`config.mk`:
```
export PLATFORM = sky130hd
export DESIGN_NAME = spi16_master
export DESIGN_NICKNAME = d
export VERILOG_FILES = /design/src/rtl/spi16_master.sv
export SDC_FILE = /design/constraint.sdc
export NUM_CORES = 1
export LEC_CHECK = 0
export ABC_CLOCK_PERIOD_IN_PS = 3610
export BUFFER_PORTS_ARGS = -buffer_cell sky130_fd_sc_hd__buf_4
export CORE_ASPECT_RATIO = 0.8
export CORE_UTILIZATION = 61
export DETAILED_ROUTE_END_ITERATION = 10
export PLACE_DENSITY_LB_ADDON = 0.12
export SKIP_LAST_GASP = 1
export SYNTH_ARGS = -nofsm -noshare
export SYNTH_HDL_FRONTEND = slang
export SYNTH_SLANG_ARGS = --single-unit
```
`constraint.sdc`:
```
create_clock -name clk -period 3.61 [get_ports clk]
set_input_delay 0.361 -clock clk [delete_from_list [all_inputs] [get_ports clk]]
set_output_delay 0.361 -clock clk [all_outputs]
set_load 0.005 [all_outputs]
```
`src/rtl/spi16_master.sv`:
```
// SPI mode-0 master that shifts one 16-bit word MSB first with programmable SCLK
// half-period, chip-select setup/hold and inter-frame gap.
module spi16_master #(
    parameter int CLK_DIV  = 4,
    parameter int CS_SETUP = 2,
    parameter int CS_HOLD  = 2,
    parameter int GAP      = 2
) (
    input  logic        clk,
    input  logic        res_n,
    input  logic        start,
    input  logic [15:0] tx_data,
    output logic        busy,
    output logic        done,
    output logic [15:0] rx_data,
    output logic        nCS,
    output logic        SCLK,
    output logic        MOSI,
    input  logic        MISO
);

    typedef enum logic [2:0] {
        ST_IDLE,
        ST_SETUP,
        ST_SHIFT_LO,
        ST_SHIFT_HI,
        ST_HOLD,
        ST_GAP,
        ST_DONE
    } state_t;

    // Every timed state counts 0..LEN-1 and leaves on the last count.
    localparam logic [7:0] DIV_LAST   = 8'(CLK_DIV - 1);
    localparam logic [7:0] SETUP_LAST = 8'(CS_SETUP - 1);
    localparam logic [7:0] HOLD_LAST  = 8'(CS_HOLD - 1);
    localparam logic [7:0] GAP_LAST   = 8'(GAP - 1);

    state_t      state, state_n;
    logic [7:0]  cnt, cnt_n;
    logic [4:0]  bit_cnt, bit_n;
    logic [15:0] tx_lat, tx_lat_n;
    logic [15:0] rx_sh, rx_sh_n;
    logic [15:0] rx_data_n;
    logic        busy_n, done_n, ncs_n, sclk_n, mosi_n;

    always_ff @(posedge clk or negedge res_n) begin
        if (!res_n) begin
            state   <= ST_IDLE;
            cnt     <= 8'd0;
            bit_cnt <= 5'd0;
            tx_lat  <= 16'h0000;
            rx_sh   <= 16'h0000;
            rx_data <= 16'h0000;
            busy    <= 1'b0;
            done    <= 1'b0;
            nCS     <= 1'b1;
            SCLK    <= 1'b0;
            MOSI    <= 1'b0;
        end else begin
            state   <= state_n;
            cnt     <= cnt_n;
            bit_cnt <= bit_n;
            tx_lat  <= tx_lat_n;
            rx_sh   <= rx_sh_n;
            rx_data <= rx_data_n;
            busy    <= busy_n;
            done    <= done_n;
            nCS     <= ncs_n;
            SCLK    <= sclk_n;
            MOSI    <= mosi_n;
        end
    end

    // Outputs are computed one cycle ahead so that every port comes straight from a flop.
    always_comb begin
        state_n   = state;
        cnt_n     = cnt + 8'd1;
        bit_n     = bit_cnt;
        tx_lat_n  = tx_lat;
        rx_sh_n   = rx_sh;
        rx_data_n = rx_data;
        busy_n    = busy;
        done_n    = 1'b0;
        ncs_n     = nCS;
        sclk_n    = SCLK;
        mosi_n    = MOSI;

        case (state)
            ST_IDLE: begin
                cnt_n = 8'd0;
                if (start) begin
                    tx_lat_n = tx_data;
                    rx_sh_n  = 16'h0000;
                    bit_n    = 5'd0;
                    mosi_n   = tx_data[15];
                    ncs_n    = 1'b0;
                    busy_n   = 1'b1;
                    state_n  = ST_SETUP;
                end
            end
            ST_SETUP: begin
                if (cnt == SETUP_LAST) begin
                    cnt_n   = 8'd0;
                    state_n = ST_SHIFT_LO;
                end
            end
            ST_SHIFT_LO: begin
                if (cnt == DIV_LAST) begin
                    cnt_n   = 8'd0;
                    sclk_n  = 1'b1;
                    rx_sh_n = {rx_sh[14:0], MISO};
                    state_n = ST_SHIFT_HI;
                end
            end
            ST_SHIFT_HI: begin
                if (cnt == DIV_LAST) begin
                    cnt_n  = 8'd0;
                    sclk_n = 1'b0;
                    if (bit_cnt == 5'd15) begin
                        mosi_n  = 1'b0;
                        state_n = ST_HOLD;
                    end else begin
                        bit_n   = bit_cnt + 5'd1;
                        // Bit k of the frame is tx_lat[15-k]; for a 4-bit index 15-k == ~k.
                        mosi_n  = tx_lat[~bit_n[3:0]];
                        state_n = ST_SHIFT_LO;
                    end
                end
            end
            ST_HOLD: begin
                if (cnt == HOLD_LAST) begin
                    cnt_n   = 8'd0;
                    ncs_n   = 1'b1;
                    state_n = ST_GAP;
                end
            end
            ST_GAP: begin
                if (cnt == GAP_LAST) begin
                    cnt_n     = 8'd0;
                    done_n    = 1'b1;
                    busy_n    = 1'b0;
                    rx_data_n = rx_sh;
                    state_n   = ST_DONE;
                end
            end
            ST_DONE: begin
                cnt_n   = 8'd0;
                state_n = ST_IDLE;
            end
            default: begin
                cnt_n   = 8'd0;
                state_n = ST_IDLE;
            end
        endcase
    end

endmodule

```
==> results.json, run 1 <==
{
  "die_height_um": 65.9,
  "num_vias": 2048,
  "drive_above_1_share_pct": 32.9,
  "worst_setup_hold_path_clk_slew_ns": 0.07,
  "rows": 22,
  "synthFlopType": "sky130_fd_sc_hd__dfrtp_1",
  "die_width_um": 81.9,
  "grt.overflow.total": 0,
  "worstHoldPathType": "input port to asynchronous set/reset pin",
  "mostFrequentLayoutCell": "sky130_fd_sc_hd__dfrtp_1",
  "synth_area_per_cell_sq_um": 11.8,
  "cts.repair_timing.setup_buffer_count": 0,
  "wl_per_cell_um": 14.9,
  "finalNetCount": 326,
  "design.portCount": 41,
  "endpoint_arrival_time_on_the_critical_path_ns": 2.47,
  "place.port_buffers": 40,
  "grt_max_degree": 70,
  "number_of_vias_per_cell": 5.58,
  "synth_seq_cells": 69,
  "cts_resized": 0,
  "clock-sinks": 69,
  "cts_inserted_buffers": 9,
  "max-vdd-ir-drop_mv": 0.398,
  "syn_area_sq_mm": 0.00311,
  "worst_slew_pin_slew_ns": 1.10,
  "timing.critical_path.fanout_max": 10,
  "static_leakage_nw": 1.68,
  "worst_r2r_endpoint": "bit_cnt[2]",
  "postLayoutSetupSlackWorst_ns": 1.37,
  "dp_worst_setup_slack_ns": 1.39,
  "syn_to_final_growth_pct": 16.6,
  "antenna_cells": 0,
  "max_slew_margin_pct": 26.5,
  "clock_tree_buffer_depth": 2,
  "cts_hold_buf": 0,
  "die-area_sq_mm": 0.00539,
  "net_count_of_the_mapped_netlist": 287,
  "fin_area_sq_mm": 0.00363,
  "timing.rr.start": "bit_cnt[0]",
  "drt-pass1-iter-count": 6,
  "detail-route-antenna-nets": 0,
  "finalSetupTns_ns": 0,
  "clk-insertion-delay-late_ns": 0.33,
  "clock_skew_ns": 0.00567,
  "first_global_vias": 2024,
  "sequential_cell_area_fraction_in_the_yosys_report_pct": 55.5,
  "max_cap_viol_count": 0,
  "yosysTopAreaCellShare_pct": 54.7,
  "clock_tree_from_tritoncts": "done",
  "timing.critical_path.required_ns": 3.84,
  "initial_utilization_pct": 65.7,
  "timing_max_transition_violations_final": 0,
  "r2r_cells": 7,
  "timing.final.setup_violations": 0,
  "core_area_sq_mm": 0.00473,
  "yosysUniqueCellTypes": 47,
  "unrepaired_setup_endpoints_after_global_routing": "no",
  "first_iter_violations": 83,
  "timing.fmax_ghz": 0.446,
  "synth_warnings": 0,
  "endpoint_kind": "flop",
  "crit_type": "flop to flop",
  "finalWirelength_um": 5450,
  "timing.reg2reg.setup_slack_ns": 1.37,
  "grt_use_total_pct": 23.7,
  "synth-edff-count": 0,
  "synthDominantAreaCellType": "sky130_fd_sc_hd__dfrtp_1",
  "most-common-layout-cells": "sky130_fd_sc_hd__dfrtp_1 (68), sky130_fd_sc_hd__nand2_1 (41), sky130_fd_sc_hd__buf_4 (41), sky130_fd_sc_hd__mux2_2 (32), sky130_fd_sc_hd__nor2_1 (19)",
  "final_weighted_congestion_in_routability_driven_placement": 0.820,
  "ctsHtreeMaxLevel": 3,
  "final_period_minus_worst_setup_slack_ns": 2.24,
  "startpoint_type": "flop",
  "syn-instance-count": 263,
  "detail_route.drc_violations": 0,
  "powerDensity_mw_per_mm2": 693,
  "netlist_top_cells_area": "sky130_fd_sc_hd__dfrtp_1 (55%), sky130_fd_sc_hd__mux2_2 (12%), sky130_fd_sc_hd__nand2_1 (4.9%), sky130_fd_sc_hd__o21ai_0 (2.9%), sky130_fd_sc_hd__mux4_1 (2.5%)",
  "timing.hold.ws_ns": 0.129,
  "grt_pass1_wl_um": 9320,
  "clock_tree.root_cell": "sky130_fd_sc_hd__clkbuf_8",
  "layout_worst_path_cycle_share_pct": 62.0,
  "async_reset_ff_share_pct": 100,
  "final_hold_viol_count": 0,
  "grt_antenna_before_repair": 0,
  "outcome": "completed",
  "post-dp-hpwl_um": 3650,
  "placed_area_sq_mm": 0.00342
}
-- cell type report --
type	count	area, sq um
sequential	69	1730
multi-input combinational	178	1300
fill	330	1100
timing repair buffer	41	308
clock buffer	11	151
tap	60	75.1
clock inverter	5	57.6
inverter	3	11.3
-- worst max path at each step --
stage                             to  slack [ns]  depth (start not counted)        from
after detailed placement  bit_cnt[2]        1.39                          7  bit_cnt[0]
after global routing        rx_sh[0]        1.15                          4      cnt[0]
after global placement    bit_cnt[2]        1.42                          7  bit_cnt[0]
after CTS                 bit_cnt[2]        1.39                          7  bit_cnt[0]
after floorplan           bit_cnt[2]        1.86                          7  bit_cnt[1]
final                     bit_cnt[2]        1.37                          7  bit_cnt[0]
-- synthesized netlist by cell type (3+ instances only) --
| master | n |
|---|---|
| sky130_fd_sc_hd__mux4_1 | 3 |
| sky130_fd_sc_hd__clkbuf_1 | 3 |
| sky130_fd_sc_hd__mux2_2 | 32 |
| sky130_fd_sc_hd__nand3_1 | 5 |
| sky130_fd_sc_hd__nor2_1 | 19 |
| sky130_fd_sc_hd__xnor2_1 | 6 |
| sky130_fd_sc_hd__a21oi_1 | 5 |
| sky130_fd_sc_hd__ha_1 | 4 |
| sky130_fd_sc_hd__inv_1 | 3 |
| sky130_fd_sc_hd__buf_2 | 8 |
| sky130_fd_sc_hd__o2bb2ai_1 | 4 |
| sky130_fd_sc_hd__nor3_1 | 4 |
| sky130_fd_sc_hd__o21ai_0 | 18 |
| sky130_fd_sc_hd__dfrtp_1 | 68 |
| sky130_fd_sc_hd__nand2_1 | 41 |
-- power breakdown --
group | switching (W) | internal [W] | total, W | leakage, nW
combinational | 0.000368 | 0.000340 | 0.000708 | 0.674
clock | 0.000283 | 0.000358 | 0.000641 | 0.110
sequential | 0.000185 | 0.000981 | 0.00117 | 0.897
-- cells by family after synthesis --
kind of cell,after synthesis,share of synthesized area [%]
and+or+nand+nor,88,14.0
buffers and inverters,16,2.73
DFF,69,55.5
muxes,37,15.2
adders and majority gates,4,1.61
xor gates and xnor gates,8,2.25
AOI/OAI and AO/OA,41,8.77
-- critical path, cell delays in order, from the launching register on --
cell and delay [ns]:
sky130_fd_sc_hd__dfrtp_1 0.57, sky130_fd_sc_hd__ha_1 0.36, sky130_fd_sc_hd__and3_1 0.22, sky130_fd_sc_hd__ha_1 0.23
sky130_fd_sc_hd__nor2b_1 0.29, sky130_fd_sc_hd__nor2_1 0.09, sky130_fd_sc_hd__a21o_1 0.20, sky130_fd_sc_hd__a22o_1 0.17
-- state kept, by name, summed over array words and instances (netlist names) --
name	flops
tx_lat	16
SCLK	1
busy	1
rx_sh	16
state	3
MOSI	1
bit_cnt	5
cnt	8
rx_data	16
done	1
nCS	1
-- per-stage QoR --
step                total power [W]  instances  util (%)
detailed placement          0.00188        351      72.3
finish                      0.00251        367      76.7
CTS                         0.00253        367      76.7
global placement            0.00185        351      72.3
global route                0.00269        367      76.7
floorplan                   0.00170        263         -
-- metal layers --
layer  vias to the layer above  routed length [um]  global-route usage [%]
met5                         -                   0                       0
met4                         0                  65                    10.1
met3                         8                 220                    6.07
met2                        46                2400                    35.6
met1                       996                2760                    32.6
li1                        998                   -                       -
(Power assumes the default switching activity.)
==> inputs of run 2 (changes only) <==
- ABC_CLOCK_PERIOD_IN_PS: 3610 -> 2300
- CORE_UTILIZATION: 61 -> 57
- clock period: 3.61 -> 2.3 ns (I/O delays scaled with it)
==> run 2 against run 1 <==
- the run now ends with hold timing left
- power increased by 56%
- first-iteration DRC count increased by 100%
- sequential share of layout area decreased by 0.20 points
- hold slack got worse by 0.13 ns
- die area increased by 6.8%
- global-route usage decreased by 1.7 points
- maximum frequency increased by 10%
- routed wire length increased by 1.6%
- core utilization decreased by 5.5 points
- flip-flop and latch count unchanged
==> results.json, run 2 (synthesis gave the netlist of run 1 again) <==
{
  "ctsHtreeMaxLevel": 3,
  "violations_in_the_final_reports": "hold timing",
  "grt_antenna_before_repair": 0,
  "finalSetupTns_ns": 0,
  "cts_inserted_buffers": 9,
  "max_slew_margin_pct": 44.3,
  "place.port_buffers": 40,
  "cts_resized": 0,
  "clock_skew_ns": 0.00576,
  "timing.hold.ws_ns": -0.00502,
  "rows": 23,
  "crit_type": "flop to flop",
  "die_height_um": 68.1,
  "reg_top3": "rx_data: 16 flops, rx_sh: 16 flops, tx_lat: 16 flops",
  "startpoint_type": "flop",
  "layout_worst_path_cycle_share_pct": 88.1,
  "final_weighted_congestion_in_routability_driven_placement": 0.847,
  "worst_setup_hold_path_clk_slew_ns": 0.07,
  "design.portCount": 41,
  "grt.overflow.total": 0,
  "endpoint_arrival_time_on_the_critical_path_ns": 2.25,
  "die-area_sq_mm": 0.00576,
  "unrepaired_setup_endpoints_after_global_routing": "no",
  "timing.final.setup_violations": 0,
  "worstHoldPathType": "input port to asynchronous set/reset pin",
  "timing.critical_path.cells": "ha_1, and3_1, ha_1, nor2b_1, nor2_1, a21o_1, a22o_1",
  "static_leakage_nw": 1.68,
  "placed_area_sq_mm": 0.00345,
  "cp_common_cell": "sky130_fd_sc_hd__ha_1",
  "antenna_cells": 0,
  "drive_above_1_share_pct": 33.2,
  "clock-sinks": 69,
  "grt_use_total_pct": 22.0,
  "detail-route-antenna-nets": 0,
  "wl_per_cell_um": 14.9,
  "powerDensity_mw_per_mm2": 1080,
  "max-vdd-ir-drop_mv": 0.606,
  "clock_tree.root_cell": "sky130_fd_sc_hd__clkbuf_8",
  "grt_pass1_wl_um": 9380,
  "final_util_pct": 71.2,
  "timing_max_transition_violations_final": 0,
  "endpoint_kind": "flop",
  "fin_area_sq_mm": 0.00364,
  "mostFrequentLayoutCell": "sky130_fd_sc_hd__dfrtp_1",
  "crit_path_max_incr_delay_ns": 0.42,
  "syn_to_final_growth_pct": 17.1,
  "cts_hold_buf": 0,
  "most-common-layout-cells": "sky130_fd_sc_hd__dfrtp_1 (68), sky130_fd_sc_hd__buf_4 (44), sky130_fd_sc_hd__nand2_1 (41), sky130_fd_sc_hd__mux2_2 (32), sky130_fd_sc_hd__nor2_1 (19)",
  "grt_max_degree": 70,
  "drt-pass1-iter-count": 6,
  "cts.repair_timing.setup_buffer_count": 0,
  "die_width_um": 84.6,
  "num_vias": 2045,
  "clock_tree_buffer_depth": 2,
  "clock_tree_from_tritoncts": "done",
  "finalNetCount": 329,
  "outcome": "finished, violations left",
  "timing.fmax_ghz": 0.493,
  "finalWirelength_um": 5540,
  "detail_route.drc_violations": 0,
  "core_area_sq_mm": 0.00512,
  "number_of_vias_per_cell": 5.50,
  "final_hold_viol_count": 6,
  "worst_slew_pin_slew_ns": 0.836,
  "initial_utilization_pct": 60.7,
  "first_global_vias": 1996,
  "first_iter_violations": 166,
  "timing.critical_path.fanout_max": 6,
  "clk-insertion-delay-late_ns": 0.33,
  "slowest_stage": "sky130_fd_sc_hd__dfrtp_1",
  "max_cap_viol_count": 0,
  "final_period_minus_worst_setup_slack_ns": 2.03,
  "post-dp-hpwl_um": 3700,
  "timing.critical_path.required_ns": 2.52
}
run 2: cell type report:
| type | count | area, sq um |
|---|---|---|
| tap | 62 | 77.6 |
| sequential | 69 | 1730 |
| fill | 386 | 1480 |
| clock buffer | 10 | 128 |
| timing repair buffer | 44 | 330 |
| multi-input combinational | 178 | 1310 |
| clock inverter | 6 | 63.8 |
| inverter | 3 | 11.3 |
run 2: final timing paths:
path | from | cells after the start | end | slack [ns]
worst max-delay path | bit_cnt[1] | 7 | bit_cnt[2] | 0.27
worst min-delay path | res_n | 1 | state[0] | -0.005
worst max register to register | bit_cnt[1] | 7 | bit_cnt[2] | 0.27
worst min register to register | busy | 1 | busy | 0.49
max in group asynchronous | res_n | 1 | tx_lat[0] | 1.76
min in group clk | tx_data[6] | 2 | tx_lat[6] | 0.12
run 2: layer usage:
| metal | vias up | share of wire, % | global-route usage, % |
|---|---|---|---|
| li1 | 1004 | - | - |
| met1 | 995 | 48 | 29.0 |
| met2 | 42 | 48 | 33.9 |
| met3 | 4 | 4.2 | 8.93 |
| met4 | 0 | 0.49 | 6.57 |
| met5 | - | 0 | 0 |
run 2: critical path, delay by kind of cell, from the launching register on:
family / cells / cell delay [ns]
and+or+nand+nor: 3 / 0.61
adders and majority gates: 2 / 0.53
DFF: 1 / 0.42
AOI/OAI and AO/OA: 2 / 0.36
run 2: through the flow:
step | setup slack [ns] | total power (W) | std cells | hold slack, ns
after floorplan | 0.551 | 0.00267 | 263 | -0.0656
after global placement | 0.214 | 0.00294 | 356 | 0.399
after detailed placement | 0.136 | 0.00299 | 356 | 0.389
after CTS | 0.132 | 0.00395 | 372 | 0.0195
after global routing | 0.177 | 0.00421 | 372 | 0.0468
final | 0.273 | 0.00392 | 372 | -0.00502
run 2: where the power goes:
| part | switching [W] | internal [W] | total, W |
|---|---|---|---|
| clock | 0.000445 | 0.000499 | 0.000943 |
| combinational | 0.000613 | 0.000564 | 0.00118 |
| sequential | 0.000264 | 0.00154 | 0.00180 |
| total | 0.00132 | 0.00260 | 0.00392 |
==> inputs of run 3 (changes only) <==
- ABC_CLOCK_PERIOD_IN_PS: 2300 -> 1670
- CORE_UTILIZATION: 57 -> 51
- SLEW_MARGIN: default -> 20
- clock period: 2.3 -> 1.67 ns (I/O delays scaled with it)
==> run 3 against run 2 <==
- the run now ends clean
- clock power is 60% higher
- final cell count increased by 12%
- worst setup slack worse by 0.26 ns
- cell area up 10%
- clock skew increased by 0.0052 ns
- combinational power up 78%
- first-iteration DRC count decreased by 37%
- non-clock buffer count is 25 higher
- core utilization decreased by 3.3 points
- largest cell class unchanged
- register-to-register slack worse by 0.26 ns
- die area rose by 11%
- count of clock-buffer cells in the layout is 1 lower
==> results.json, run 3 (synthesis gave the netlist of run 1 again) <==
{
  "detail-route-antenna-nets": 0,
  "die_width_um": 89.3,
  "mostFrequentLayoutCell": "sky130_fd_sc_hd__dfrtp_1",
  "max_slew_margin_pct": 64.6,
  "finalNetCount": 355,
  "clock_tree_buffer_depth": 2,
  "cp_common_cell": "sky130_fd_sc_hd__nand2_1",
  "final_weighted_congestion_in_routability_driven_placement": 0.807,
  "antenna_cells": 0,
  "timing_max_transition_violations_final": 0,
  "timing.fmax_ghz": 0.603,
  "initial_utilization_pct": 52.6,
  "r2r_cells": 7,
  "timing.hold.ws_ns": 0.0469,
  "endpoint_arrival_time_on_the_critical_path_ns": 1.89,
  "timing.critical_path.fanout_max": 4,
  "clk-insertion-delay-late_ns": 0.35,
  "place.port_buffers": 40,
  "clock_skew_ns": 0.0110,
  "startpoint_type": "flop",
  "clock-sinks": 69,
  "crit_type": "flop to flop",
  "reg_top3": "rx_data: 16 flops, rx_sh: 16 flops, tx_lat: 16 flops",
  "final_period_minus_worst_setup_slack_ns": 1.66,
  "timing.reg2reg.setup_slack_ns": 0.01,
  "syn_to_final_growth_pct": 28.9,
  "timing.rr.start": "bit_cnt[0]",
  "layout_worst_path_cycle_share_pct": 99.3,
  "finalWirelength_um": 6390,
  "sequential_cell_area_sq_mm": 0.00173,
  "multi_input_area_sq_mm": 0.00136,
  "ctsHtreeMaxLevel": 3,
  "most-common-layout-cells": "sky130_fd_sc_hd__dfrtp_1 (65), sky130_fd_sc_hd__buf_4 (63), sky130_fd_sc_hd__nand2_1 (40), sky130_fd_sc_hd__mux2_2 (32)",
  "outcome": "completed",
  "worst_r2r_endpoint": "MOSI",
  "clock_tree.root_cell": "sky130_fd_sc_hd__clkbuf_8",
  "grt_antenna_before_repair": 0,
  "worst_slew_pin_slew_ns": 0.531,
  "rows": 25,
  "num_vias": 2142,
  "min_delay_path_depth": 2,
  "core_area_sq_mm": 0.00591,
  "design.portCount": 41,
  "max-vdd-ir-drop_mv": 1.06,
  "final_util_pct": 67.8,
  "grt_use_total_pct": 20.9,
  "worst_setup_hold_path_clk_slew_ns": 0.08,
  "static_leakage_nw": 1.84,
  "grt_max_degree": 41,
  "grt_pass1_wl_um": 9730,
  "cts_inserted_buffers": 9,
  "powerDensity_mw_per_mm2": 1520,
  "clock_tree_from_tritoncts": "done",
  "wl_per_cell_um": 15.3,
  "post-dp-hpwl_um": 4070,
  "timing.final.setup_violations": 0,
  "grt.overflow.total": 0,
  "die_height_um": 71.9,
  "slowest_stage": "sky130_fd_sc_hd__dfrtp_2",
  "max_cap_viol_count": 0,
  "first_global_vias": 2031,
  "unrepaired_setup_endpoints_after_global_routing": "yes",
  "crit_path_max_incr_delay_ns": 0.45,
  "worstHoldPathType": "input port to flop",
  "final_hold_viol_count": 0,
  "num-fill-cells": 445,
  "timing.critical_path.cells": "ha_4, buf_6, mux4_2, mux2i_1, nand2_1, o2111ai_2, nand2_1",
  "whs_endpoint": "tx_lat[13]",
  "drive_above_1_share_pct": 42.0,
  "endpoint_kind": "flop",
  "number_of_vias_per_cell": 5.14,
  "first_iter_violations": 104,
  "drt-pass1-iter-count": 4,
  "die-area_sq_mm": 0.00642,
  "detail_route.drc_violations": 0,
  "worst_hold_startpoint": "tx_data[13]",
  "timing.critical_path.required_ns": 1.90
}
run 3: where the power goes:
group          internal (W)  leakage [nW]  switching (W)
Combinational       0.00110         0.833       0.000998
Clock              0.000848         0.110       0.000666
Sequential          0.00212         0.894       0.000349
Total               0.00407          1.84        0.00201
run 3: layout make-up:
type,instances,area share (%)
clock inverter,7,2.46
timing repair buffer,69,14.4
clock buffer,9,3.09
inverter,3,0.281
multi-input combinational,179,34.0
tap,81,2.53
sequential,69,43.2
run 3: worst max path at each step:
stage | start | to | depth (start not counted)
2_1_floorplan | bit_cnt[1] | bit_cnt[2] | 7
3_3_place_gp | bit_cnt[0] | MOSI | 5
3_5_place_dp | bit_cnt[0] | MOSI | 5
4_1_cts | bit_cnt[0] | bit_cnt[2] | 7
5_1_grt | bit_cnt[0] | MOSI | 7
6_report | bit_cnt[0] | MOSI | 7
run 3: worst max-delay path, delay by kind of cell (launching register included):
| kind | cells | cell delay (ns) |
|---|---|---|
| muxes | 2 | 0.44 |
| and+or+nand+nor | 2 | 0.16 |
| buffers and inverters | 1 | 0.10 |
| AOI/OAI and AO/OA | 1 | 0.10 |
| DFF | 1 | 0.45 |
| adders and majority gates | 1 | 0.30 |
run 3: repair_timing:
item,in CTS,in global routing
pin swaps,2,5
hold buffers,1,0
buffers inserted,2,3
gates cloned,0,2
resized for setup,3,12
setup endpoints to repair,3,22
hold endpoints to repair,38,0
run 3: stage by stage:
step	cells	setup TNS, ns	instance area (sq um)	power [W]	setup slack (ns)
global route	417	-0.124	4010	0.00646	-0.0426
floorplan	263	0	3130	0.00370	0.0342
finish	417	0	4010	0.00608	0.0124
global placement	393	0	3660	0.00432	0.00279
CTS	412	0	3910	0.00594	0.0125
detailed placement	393	-0.0859	3660	0.00437	-0.0503
run 3: metal layers:
layer	vias up	part of all wire (%)	GRT usage, %	wire, um
li1	1059	-	-	-
met1	1019	48	28.9	3070
met2	55	45	30.7	2890
met3	9	5.1	8.06	328
met4	0	1.6	6.35	102
met5	-	0	0	0
